$ cat src/rtl/pixel_ctrl_pkg.sv
// Shared types and Gray helpers for the pixel array
// frame sequencer.
package pixel_ctrl_pkg;

  localparam int CNT_W_DEF = 8;

  typedef enum logic [2:0] {
    ST_IDLE,
    ST_ERASE,
    ST_EXPOSE,
    ST_CONVERT,
    ST_RD_SETUP,
    ST_RD_WAIT,
    ST_DONE
  } state_t;

  function automatic logic [CNT_W_DEF-1:0] bin2gray(
    input logic [CNT_W_DEF-1:0] b
  );
    return b ^ (b >> 1);
  endfunction

  function automatic logic [CNT_W_DEF-1:0] gray2bin(
    input logic [CNT_W_DEF-1:0] g
  );
    logic [CNT_W_DEF-1:0] b;
    b[CNT_W_DEF-1] = g[CNT_W_DEF-1];
    for (int i = CNT_W_DEF - 2; i >= 0; i--)
      b[i] = b[i+1] ^ g[i];
    return b;
  endfunction

endpackage

$ cat src/rtl/pixel_gray_counter.sv
// Conversion counter: binary core, Gray-coded output,
// wrap pulse on the all-ones step.
module pixel_gray_counter
  import pixel_ctrl_pkg::*;
#(
  parameter int W = CNT_W_DEF
) (
  input  logic         clk,
  input  logic         reset,
  input  logic         en,
  input  logic         clr,
  output logic [W-1:0] gray,
  output logic         wrap
);

  logic [W-1:0] bin;

  always_ff @(posedge clk or negedge reset) begin
    if (!reset)   bin <= '0;
    else if (clr) bin <= '0;
    else if (en)  bin <= bin + 1'b1;
  end

  assign gray = bin2gray(bin);
  assign wrap = en & (&bin);

endmodule

$ cat src/rtl/pixel_array_ctrl.sv
// Frame sequencer: erase, expose, ramp conversion, then
// four handshaked pixel reads over the shared DATA bus.
module pixel_array_ctrl
  import pixel_ctrl_pkg::*;
#(
  parameter int C_ERASE      = 5,
  parameter int C_EXPOSE     = 255,
  parameter int C_READ_SETUP = 2,
  parameter int CNT_W        = CNT_W_DEF
) (
  input  logic             clk,
  input  logic             reset,
  input  logic             start,
  output logic             busy,
  output logic             frame_done,
  output logic             ERASE,
  output logic             EXPOSE,
  output logic             CONVERT,
  output logic             READ1,
  output logic             READ2,
  output logic             READ3,
  output logic             READ4,
  output logic [CNT_W-1:0] cnt_data,
  output logic             cnt_oe,
  input  logic [CNT_W-1:0] data_in,
  output logic [CNT_W-1:0] pix_data,
  output logic [1:0]       pix_idx,
  output logic             pix_valid,
  input  logic             pix_ready
);

  localparam logic [7:0] E_LAST = 8'(C_ERASE - 1);
  localparam logic [7:0] X_LAST = 8'(C_EXPOSE - 1);
  localparam logic [7:0] S_LAST = 8'(C_READ_SETUP - 1);

  state_t     state, state_nxt;
  logic [7:0] tmr;
  logic [1:0] k;
  logic [3:0] rd;
  logic       wrap;

  pixel_gray_counter #(.W(CNT_W)) u_cnt (
    .clk  (clk),
    .reset(reset),
    .en   (state == ST_CONVERT),
    .clr  (state == ST_IDLE),
    .gray (cnt_data),
    .wrap (wrap)
  );

  always_comb begin
    state_nxt = state;
    ERASE     = 1'b0;
    EXPOSE    = 1'b0;
    CONVERT   = 1'b0;
    rd        = '0;
    unique case (state)
      ST_IDLE:
        if (start) state_nxt = ST_ERASE;
      ST_ERASE: begin
        ERASE = 1'b1;
        if (tmr == E_LAST) state_nxt = ST_EXPOSE;
      end
      ST_EXPOSE: begin
        EXPOSE = 1'b1;
        if (tmr == X_LAST) state_nxt = ST_CONVERT;
      end
      ST_CONVERT: begin
        CONVERT = 1'b1;
        if (wrap) state_nxt = ST_RD_SETUP;
      end
      ST_RD_SETUP: begin
        rd = 4'b0001 << k;
        if (tmr == S_LAST) state_nxt = ST_RD_WAIT;
      end
      ST_RD_WAIT: begin
        rd = 4'b0001 << k;
        if (pix_valid && pix_ready)
          state_nxt = (k == 2'd3) ? ST_DONE : ST_RD_SETUP;
      end
      ST_DONE:
        state_nxt = ST_IDLE;
      default:
        state_nxt = ST_IDLE;
    endcase
  end

  always_ff @(posedge clk or negedge reset) begin
    if (!reset) begin
      state     <= ST_IDLE;
      tmr       <= '0;
      k         <= '0;
      pix_data  <= '0;
      pix_idx   <= '0;
      pix_valid <= 1'b0;
    end else begin
      state <= state_nxt;
      tmr   <= (state_nxt != state) ? 8'd0 : tmr + 8'd1;
      // sample at the end of the setup window
      if (state == ST_RD_SETUP && state_nxt == ST_RD_WAIT) begin
        pix_data  <= gray2bin(data_in);
        pix_idx   <= k;
        pix_valid <= 1'b1;
      end
      if (state == ST_RD_WAIT && pix_valid && pix_ready) begin
        pix_valid <= 1'b0;
        k         <= k + 2'd1;
      end
    end
  end

  assign busy       = (state != ST_IDLE);
  assign frame_done = (state == ST_DONE);
  assign cnt_oe     = CONVERT;
  assign READ1      = rd[0];
  assign READ2      = rd[1];
  assign READ3      = rd[2];
  assign READ4      = rd[3];

endmodule

$ cat config.mk
export PLATFORM = sky130hd
export DESIGN_NAME = pixel_array_ctrl
export DESIGN_NICKNAME = d
export VERILOG_FILES = /design/src/rtl/pixel_ctrl_pkg.sv /design/src/rtl/pixel_gray_counter.sv /design/src/rtl/pixel_array_ctrl.sv
export SDC_FILE = /design/constraint.sdc
export NUM_CORES = 1
export LEC_CHECK = 0
export CAP_MARGIN = 10
export CORE_ASPECT_RATIO = 1.4
export CORE_MARGIN = 2
export CORE_UTILIZATION = 55
export CTS_CLUSTER_DIAMETER = 30
export DETAILED_ROUTE_END_ITERATION = 8
export HOLD_SLACK_MARGIN = 0.12
export MAX_ROUTING_LAYER = met4
export PLACE_DENSITY = 0.85
export SLEW_MARGIN = 20
export SYNTH_ARGS = -nofsm -noshare
export SYNTH_HDL_FRONTEND = slang
export SYNTH_HIERARCHICAL = 1
export SYNTH_SLANG_ARGS = --single-unit
$ cat constraint.sdc
create_clock -name clk -period 5.51 [get_ports clk]
set_input_delay 0.8265 -clock clk [delete_from_list [all_inputs] [get_ports clk]]
set_output_delay 0.8265 -clock clk [all_outputs]
set_load 0.01 [all_outputs]
==> results_dict.tcl <==
set metrics [dict create \
    status "finished clean" \
    synth_nets 202 \
    synth_largest_area_cell "dfrtp_1" \
    finalPower_mw 0.484 \
    clk_latency_ps 280 \
    grt_usage_pct 22.9 \
    drv_slew 0 \
    worst_setup_path_start_kind "flop" \
    setup.worst_path.end "cnt_oe" \
    regArea_um2 801 \
    multiInputGateArea_um2 1040 \
    arrival_ps 2030 \
    grt_pass1_vias 1492 \
    path_clk_slew_ps 60 \
    ys_seq_area_share_pct 41.6 \
    syn-instance-count 175 \
    area_growth_pct 27.0 \
    ant_nets 0 \
    finalCritPeriodShare_pct 51.9 \
    dp_hpwl_mm 2.99 \
    worstRegToRegCells 10 \
    min_period_ps 2860 \
    grt_pass1_wl_mm 6.35 \
    numCtsBuffers 5 \
    root_buffer "clkbuf_8" \
    antenna_found_initial 0 \
    drt_wl_total_mm 3.78 \
    ys_types 45 \
    hold_viol 0 \
    avgViaCountPerCell 5.45 \
    fin_hold_ws_ps 478 \
    r2r_slack_ps 3180 \
    diodes 0 \
    required_ps 4680 \
    synth_top_area_share_pct 41.6 \
    place.gp.congestion 0.862 \
    max_freq_mhz 350 \
    floorplan.die.height_um 74.0 \
    grt_max_degree 33 \
    die_area_um2 3990 \
    synth_edf_count 0 \
    ys.warnings.count 6 \
    timing.rr.start "state[1]" \
    drtPass1Iterations 4 \
    ir_worst_vdd_uv 200 \
    fp-row-count 25 \
    maxSlewHeadroom_pct 68.4 \
    placed_area_um2 2330 \
    wire_per_inst_um 14.7 \
    tightest_slew_ps 472 \
    synthTopCellsByArea "dfrtp_1 (42%), ha_1 (9.8%), xnor2_1 (5.0%)" \
    die_w_um 54.0 \
    critPathMaxFanout 10 \
    setup_tns_ps 0 \
    initialDrtViolationCount 21 \
    crit_type "flop to output port" \
    layout.nets 243 \
    p_leak_nw 1.09 \
    fill_cells 233 \
    cts_sinks 32 \
    startpoint "state[1]" \
    worstSetupEndpointType "output port" \
    fin_util_pct 73.0 \
    finClkSkew_ps 7.40 \
    r2r-end "tmr[0]" \
    cts_hold_buffers 0 \
    ys.flop_type "dfrtp_1" \
    cts_max_path_buffers 2 \
    drc 0 \
    cts_resized 0 \
    rsz0062_at_grt "no" \
    htreeDepth 2 \
    drv_cap 0 \
    cts_tree "built" \
    postCtsSetupBuffers 0 \
    power_density_nw_per_um2 198 \
    drive_above_1_share_pct 14.3 \
    io_pins 41 \
    setup_viol 0 \
    vias 1400 \
    design_area_um2 2440 \
    core-area_um2 3350 \
    ys_ff_latch 32 \
    grt_overflow 0 \
    synth.avg_cell_area_um2 11.0 \
    hold_path_class "flop to flop" \
    synthArstFlopShare_pct 100 \
    start_util_pct 57.5 \
    numPortBuffers 40 \
    mappedNetlistArea_um2 1920 \
]
[per-stage QoR]
step,std cells,setup slack [ps]
6_report,257,2650
5_1_grt,257,2500
4_1_cts,257,2640
3_5_place_dp,249,2640
3_3_place_gp,249,2740
2_1_floorplan,175,3280
[how the worst min path moves through the flow]
| stage | start | endpoint | slack [ps] | cells after the start |
|---|---|---|---|---|
| 2_1_floorplan | k[0] | k[0] | 500 | 1 |
| 3_3_place_gp | pix_data[6] | pix_data[6] | 460 | 2 |
| 3_5_place_dp | pix_data[6] | pix_data[6] | 470 | 2 |
| 4_1_cts | pix_data[6] | pix_data[6] | 480 | 2 |
| 5_1_grt | pix_data[0] | pix_data[0] | 510 | 2 |
| 6_report | pix_data[6] | pix_data[6] | 480 | 2 |
[kinds of logic (layout without fill, tap and decap cells)]
logic type	after synthesis	after routing	synth area share, %
adders and majority gates	15	15	9.76
xor gates and xnor gates	20	20	10.6
muxes	6	6	3.45
and+or+nand+nor	69	69	23.0
AOI/OAI and AO/OA	16	16	7.22
DFF	32	32	41.6
buffers and inverters	17	59	4.36
[flip-flops by register name, indices dropped and copies added, names as in the netlist]
register   cells
k              2
pix_data       8
pix_idx        2
pix_valid      1
state          3
tmr            8
u_cnt/bin      8
[synthesized netlist by cell type, drive strengths merged, types with 2 or more instances]
library cell and instances:
and2 6, and3 3, buf 4, clkbuf 3
dfrtp 32, ha 15, inv 10, mux2 5
nand2 16, nand3 4, nand4 6, nor2 11
nor2b 2, nor3 8, nor3b 3, nor4 2
o21ai 8, or3 3, or3b 2, xnor2 11
xor2 7
[report_power, final]
group	total [mW]	internal, mW	switching, mW
registers	0.236	0.235	0.000251
logic	0.0324	0.0182	0.0142
clock network	0.216	0.134	0.0816
[routing by layer]
| layer | global-route usage (%) | wire [um] | vias to the layer above |
|---|---|---|---|
| met5 | - | 0 | - |
| met4 | 11.4 | 74 | 0 |
| met3 | 5.22 | 157 | 7 |
| met2 | 41.2 | 2160 | 34 |
| met1 | 22.1 | 1380 | 679 |
| li1 | - | - | 680 |
[critical path, stage by stage (launching register included)]
cell and delay, ps:
dfrtp_1 510, nor2b_1 200, nand2_1 110, inv_1 330, clkdlybuf4s50_1 610
[cells in the final DEF, fill, tap and decap left out, types with 2 or more instances in the layout]
cell type        Yosys  layout
and2_1               6       6
and3_2               2       2
clkbuf_8             0       5
clkdlybuf4s50_1      0      40
dfrtp_1             32      32
ha_1                15      15
inv_1               10      10
mux2_2               5       5
nand2_1             16      16
nand3_1              4       4
nand4_1              5       5
nor2_1              11      11
nor3_1               3       3
nor3_2               5       5
nor3b_1              2       2
o21ai_0              7       7
or3_1                3       3
xnor2_1             11      11
xor2_1               7       7
[cell type report]
| cell class | instances | area share, % |
|---|---|---|
| Multi-Input combinational cell | 126 | 42.5 |
| Clock buffer | 6 | 2.97 |
| Clock inverter | 2 | 1.43 |
| Tap cell | 40 | 2.05 |
| Inverter | 10 | 1.54 |
| Timing Repair Buffer | 41 | 16.7 |
| Sequential cell | 32 | 32.8 |
No activity file was read; power rests on OpenSTA's default activity.
